==> src/rtl/ui_timeline_fetcher.sv <==
// Purpose: fetches one 3-word timeline entry from a synchronous ROM, unpacks it and computes the absolute deadline.
// Latency: update_ui_time rises 4+ROM_LATENCY cycles after the IDLE cycle that samples sync_ui_time==0.
// Backpressure: level handshake; update_ui_time is held until sync_ui_time==1 is sampled; no new fetch until sync_ui_time returns to 0.
//
// Optional feature macro: UI_TIMELINE_ENTRY_CHECK_EN (adds the sticky entry_error geometry check).
//
// ROM timing: rom_addr is the ROM's address register. rom_data carries the word addressed by rom_addr
// as it stood ROM_LATENCY-1 cycles earlier, so ROM_LATENCY=1 means data follows the address in the same cycle.
//
// Ports:
//   clk                    calculation clock (only clock)
//   reset                  synchronous, active-high
//   addr                   entry index from the runtime, latched when a fetch starts
//   current_time           running time in centiseconds
//   sync_ui_time           runtime level: 0 = request fetch, 1 = synced
//   rom_addr               registered ROM word address {entry, word[1:0]}
//   rom_data               ROM read data
//   update_ui_time         entry loaded, field outputs valid
//   reset_healt_status     entry flag
//   healt_bar_pos_x/_pos_y/_w/_h, healt_bar_sensitivity, wait_time   unpacked entry fields
//   next_ui_time           current_time (in LOAD) + wait_time, saturating
//   is_end                 last-entry marker
//   entry_error            sticky geometry error (0 when the check is not built)
module ui_timeline_fetcher #(
  parameter int ADDR_WIDTH    = 10,
  parameter int MAXIMUM_TIMES = 30,
  parameter int ROM_LATENCY   = 1
) (
  input  logic                       clk,
  input  logic                       reset,
  input  logic [ADDR_WIDTH-1:0]      addr,
  input  logic [MAXIMUM_TIMES-1:0]   current_time,
  input  logic                       sync_ui_time,
  output logic [ADDR_WIDTH+1:0]      rom_addr,
  input  logic [31:0]                rom_data,
  output logic                       update_ui_time,
  output logic                       reset_healt_status,
  output logic [9:0]                 healt_bar_pos_x,
  output logic [9:0]                 healt_bar_pos_y,
  output logic [9:0]                 healt_bar_w,
  output logic [9:0]                 healt_bar_h,
  output logic [6:0]                 healt_bar_sensitivity,
  output logic [15:0]                wait_time,
  output logic [MAXIMUM_TIMES-1:0]   next_ui_time,
  output logic                       is_end,
  output logic                       entry_error
);

  typedef enum logic [2:0] {
    ST_IDLE,
    ST_ISSUE,
    ST_WAIT,
    ST_LOAD,
    ST_DONE
  } state_t;

  state_t state, state_nxt;

  logic                     issue_first;
  logic                     issue_next;
  logic                     load_en;
  logic [ROM_LATENCY-1:0]   tag_q;
  logic [ROM_LATENCY-1:0]   tag_push;
  logic                     tag_out;
  logic [1:0]               cap_idx;
  logic                     cap_last;

  // Word buffers keep only the bits that carry fields.
  logic [31:0]              word0_q;
  logic [16:0]              word1_q;   // {h, sensitivity}
  logic [15:0]              word2_q;   // wait_time

  logic [MAXIMUM_TIMES:0]   deadline_sum;

  // A tag bit leaving the shift register marks the cycle its word is on rom_data.
  // Words always return in issue order, so a simple index says which buffer to fill.
  assign tag_out  = tag_q[ROM_LATENCY-1];
  assign cap_last = tag_out && (cap_idx == 2'd2);

  always_comb begin
    tag_push    = '0;
    tag_push[0] = issue_first | issue_next;
  end

  // ---------------- FSM ----------------
  always_ff @(posedge clk) begin
    if (reset) begin
      state <= ST_IDLE;
    end else begin
      state <= state_nxt;
    end
  end

  always_comb begin
    state_nxt   = state;
    issue_first = 1'b0;
    issue_next  = 1'b0;
    load_en     = 1'b0;
    case (state)
      ST_IDLE: begin
        if (!sync_ui_time) begin
          issue_first = 1'b1;
          state_nxt   = ST_ISSUE;
        end
      end
      ST_ISSUE: begin
        issue_next = 1'b1;
        // Word 1 is on the bus: this edge issues word 2, the last one.
        if (rom_addr[1:0] == 2'd1) begin
          state_nxt = ST_WAIT;
        end
      end
      ST_WAIT: begin
        if (cap_last) begin
          state_nxt = ST_LOAD;
        end
      end
      ST_LOAD: begin
        load_en   = 1'b1;
        state_nxt = ST_DONE;
      end
      ST_DONE: begin
        if (sync_ui_time) begin
          state_nxt = ST_IDLE;
        end
      end
      default: state_nxt = ST_IDLE;
    endcase
  end

  assign update_ui_time = (state == ST_DONE);

  // ---------------- Deadline ----------------
  assign deadline_sum = {1'b0, current_time} + {{(MAXIMUM_TIMES-15){1'b0}}, word2_q};

  // ---------------- Datapath ----------------
  always_ff @(posedge clk) begin
    if (reset) begin
      rom_addr              <= '0;
      tag_q                 <= '0;
      cap_idx               <= 2'd0;
      word0_q               <= '0;
      word1_q               <= '0;
      word2_q               <= '0;
      reset_healt_status    <= 1'b0;
      healt_bar_pos_x       <= '0;
      healt_bar_pos_y       <= '0;
      healt_bar_w           <= '0;
      healt_bar_h           <= '0;
      healt_bar_sensitivity <= '0;
      wait_time             <= '0;
      next_ui_time          <= '0;
      is_end                <= 1'b0;
    end else begin
      // The entry bits of rom_addr double as the latched addr for the whole fetch.
      if (issue_first) begin
        rom_addr <= {addr, 2'd0};
      end else if (issue_next) begin
        rom_addr[1:0] <= rom_addr[1:0] + 2'd1;
      end

      tag_q <= (tag_q << 1) | tag_push;

      if (tag_out) begin
        case (cap_idx)
          2'd0:    word0_q <= rom_data;
          2'd1:    word1_q <= rom_data[31:15];
          default: word2_q <= rom_data[15:0];
        endcase
        cap_idx <= (cap_idx == 2'd2) ? 2'd0 : cap_idx + 2'd1;
      end

      // All fields change on the same edge so the runtime never sees a mixed entry.
      if (load_en) begin
        is_end                <= word0_q[31];
        reset_healt_status    <= word0_q[30];
        healt_bar_pos_x       <= word0_q[29:20];
        healt_bar_pos_y       <= word0_q[19:10];
        healt_bar_w           <= word0_q[9:0];
        healt_bar_h           <= word1_q[16:7];
        healt_bar_sensitivity <= word1_q[6:0];
        wait_time             <= word2_q;
        next_ui_time          <= deadline_sum[MAXIMUM_TIMES] ? {MAXIMUM_TIMES{1'b1}}
                                                             : deadline_sum[MAXIMUM_TIMES-1:0];
      end
    end
  end

  // ---------------- Optional geometry check ----------------
`ifdef UI_TIMELINE_ENTRY_CHECK_EN
  logic [10:0] x_end;
  logic [10:0] y_end;
  logic        geom_bad;

  // Screen is 640x480; a bar must have area and end on-screen.
  assign x_end    = {1'b0, word0_q[29:20]} + {1'b0, word0_q[9:0]};
  assign y_end    = {1'b0, word0_q[19:10]} + {1'b0, word1_q[16:7]};
  assign geom_bad = (word0_q[9:0] == 10'd0) || (word1_q[16:7] == 10'd0) ||
                    (x_end > 11'd639) || (y_end > 11'd479);

  always_ff @(posedge clk) begin
    if (reset) begin
      entry_error <= 1'b0;
    end else if (load_en && geom_bad) begin
      entry_error <= 1'b1;
    end
  end
`else
  assign entry_error = 1'b0;
`endif

endmodule

==> config.mk <==
export PLATFORM = sky130hd
export DESIGN_NAME = ui_timeline_fetcher
export DESIGN_NICKNAME = d
export VERILOG_FILES = /design/src/rtl/ui_timeline_fetcher.sv
export SDC_FILE = /design/constraint.sdc
export NUM_CORES = 1
export LEC_CHECK = 0
export ABC_AREA = 1
export CORE_MARGIN = 5
export CORE_UTILIZATION = 40
export CTS_BUF_LIST = sky130_fd_sc_hd__clkbuf_8 sky130_fd_sc_hd__clkbuf_16
export DETAILED_ROUTE_END_ITERATION = 6
export GPL_ROUTABILITY_DRIVEN = 0
export HOLD_SLACK_MARGIN = 0.06
export PLACE_DENSITY = 0.76
export SLEW_MARGIN = 10
export SYNTH_ARGS = -nofsm -noshare
export SYNTH_HDL_FRONTEND = slang
export SYNTH_SLANG_ARGS = --single-unit
==> constraint.sdc <==
create_clock -name clk -period 4.9 [get_ports clk]
set_input_delay 0.49 -clock clk [delete_from_list [all_inputs] [get_ports clk]]
set_output_delay 0.49 -clock clk [all_outputs]
set_load 0.01 [all_outputs]
==> flow_metrics.tcl <==
set metrics [dict create \
    remaining_drc_errors 0 \
    core_area_um2 19500 \
    syn_avg_cell_area_um2 6.94 \
    hold_buffers 0 \
    crit_path_start "reset" \
    dieArea_um2 22600 \
    syn_to_final_growth_pct 32.1 \
    htreeDepth 4 \
    yosys_warnings 0 \
    antenna_found_initial 2 \
    cts_buffers 17 \
    synth_most_common_cell "nor2_1" \
    ys_types 32 \
    slowest_stage "clkdlybuf4s50_1" \
    clkLatencyLatePin_ps 430 \
    required_ps 5190 \
    vias 7675 \
    slew-limit-headroom 0.274 \
    wirelength_um 22500 \
    syn_nets 1229 \
    fmax_mhz 347 \
    setup_viol 0 \
    multi_input_area_um2 3700 \
    viasPerCell 4.90 \
    finalHoldViolations 0 \
    vdd.ir_drop.worst_mv 0.243 \
    seq_area_frac_synth 0.452 \
    track_usage 0.199 \
    grt_max_degree 108 \
    powerDensity_nw_per_um2 418 \
    root_buffer "clkbuf_16" \
    die_w_um 150 \
    reg2reg_from "word2_q[0]" \
    port_buffers 182 \
    max_stage_delay_ps 1010 \
    synthFlopType "dfxtp_1" \
    die_h_um 150 \
    status "complete, no violations" \
    grt_setup_unrepaired "false" \
    n_fill_cell 1882 \
    ys_async_sr_fraction 0 \
    rrSetupSlack_ps 2420 \
    synthTopCellsByCount "284 x nor2_1, 181 x nand2_1, 178 x dfxtp_1, 164 x o21ai_0, 102 x inv_1" \
    final_min_period_over_clock_period 0.588 \
    tightestPinTransition_ps 1090 \
    whs_ps 445 \
    yosysTopAreaCell "dfxtp_1" \
    crit_path_end_kind "flop" \
    grt_pass1_vias 7170 \
    num_io_pins 184 \
    antenna_cells 0 \
    crit_buf_inv 3 \
    drt_iter0_markers 490 \
    path_class "primary input to flop" \
    leakage_uw 0.00470 \
    min_path_type "flop to flop" \
    tns_ps 0 \
    clk_path_buf_depth 2 \
    clkSinkCount 178 \
    grt_pass1_wl_um 36000 \
    netlist_area_um2 7880 \
    rows 51 \
    path_cells "clkdlybuf4s50_1 > clkinv_2 > buf_4 > o21ai_0 > a31oi_1" \
    synth_area_leaders "dfxtp_1 45%, nor2_1 14%, o21ai_0 10%" \
    place.detailed.hpwl_um 16100 \
    regArea_um2 3560 \
    clkSlewWorstSetupHoldPaths_ps 70 \
    first_pass_iters 5 \
    skew_ps 7.89 \
    cp-start-kind "primary input" \
    post_cts_resize_count 0 \
    hold_path.startpoint "rom_addr[2]" \
    ys_ff_latch 178 \
    start_util 0.405 \
    cts_tree "yes" \
    syn_inst 1136 \
    drive_gt1_frac 0.0431 \
    postCtsSetupRepairBufs 0 \
    nets 1380 \
    critPathTopFamily "buffers and inverters" \
    cp_data_arrival_time_ps 3170 \
    final_antenna_net_count 0 \
    synth_top_area_frac 0.452 \
    slew_violations 0 \
    synth_edf_count 0 \
    grt_overflow_total 0 \
    drv_cap 0 \
    post-route-min-period_ps 2880 \
    wl_per_cell_um 14.4 \
    crit_fanout 107 \
]
report_power, final:
group	leakage, uW	switching, uW	internal [uW]
Combinational	0.00298	623	532
Sequential	0.00145	159	1730
Clock	0.000270	642	671
Total	0.00470	1420	2930
worst paths after layout:
kind                 endpoint  depth (start not counted)
min reg2reg       rom_addr[2]                          2
max reg2reg  next_ui_time[15]                         12
max           next_ui_time[4]                          5
min               rom_addr[2]                          2
flip-flops by register name, indices dropped and copies added, names as in the netlist, 12 cells and up:
signal / cells
next_ui_time: 30
word1_q: 17
word0_q: 32
wait_time: 16
rom_addr: 12
word2_q: 16
final cells by class:
type,count,share of cell area
inverters,103,0.0373
clock buffers,17,0.0409
well taps,265,0.0318
clock inverters,15,0.0135
flip-flops and latches,178,0.342
multi-input cells,800,0.356
repair buffers,187,0.179
metrics by stage:
stage / cells / setup WS, ps / utilization / power [uW] / cell area (um^2)
2_1_floorplan: 1136 / 2740 / - / 2480 / 7880
3_3_place_gp: 1533 / 1580 / 0.506 / 3050 / 9850
3_5_place_dp: 1533 / 1570 / 0.506 / 3070 / 9850
4_1_cts: 1565 / 2010 / 0.535 / 4400 / 10400
5_1_grt: 1565 / 1780 / 0.535 / 4610 / 10400
6_report: 1565 / 2020 / 0.535 / 4360 / 10400
logic make-up (layout without fill, tap and decap cells):
| kind of cell | count (synthesis) | in the layout | share of synthesized area |
|---|---|---|---|
| buffers and inverters | 158 | 322 | 0.0786 |
| adder cells (fa/ha/maj) | 18 | 18 | 0.0295 |
| AND/OR/NAND/NOR | 542 | 542 | 0.279 |
| XOR/XNOR | 14 | 14 | 0.0156 |
| other | 1 | 1 | 0.000476 |
| AO/OA/AOI/OAI | 225 | 225 | 0.144 |
| flip-flops | 178 | 178 | 0.452 |
routing by layer:
layer | part of all wire | global-route usage
met1 | 0.46 | 0.267
met2 | 0.44 | 0.315
met3 | 0.075 | 0.0488
met4 | 0.022 | 0.0640
met5 | 0.00093 | 0
worst reg2reg max path: stages (launching register included):
cell and delay [ps]:
dfxtp_1 340, ha_1 230, fa_1 450, nand3_1 120, nand3_2 110, nand2_1 80
nand2_1 90, nand2_1 110, nand3_2 110, nand2_4 240, nand2_2 220, o21ai_0 210
inv_1 50
cells in the final DEF, fill, tap and decap left out, types with 2 or more instances in the layout:
cell	n
a21oi_1	50
a31oi_1	10
and3_1	2
buf_4	5
clkbuf_16	17
clkdlybuf4s50_1	182
clkinv_2	3
clkinv_8	2
clkinvlp_4	3
dfxtp_1	178
ha_1	17
inv_1	101
inv_6	5
inv_8	2
nand2_1	181
nand2_2	6
nand3_1	41
nand3_2	2
nand4_1	5
nor2_1	284
nor2_2	3
nor3_1	10
o21ai_0	164
or2_2	2
xnor2_1	10
xor2_1	4
Note: power is estimated with default switching activity, not from simulation.
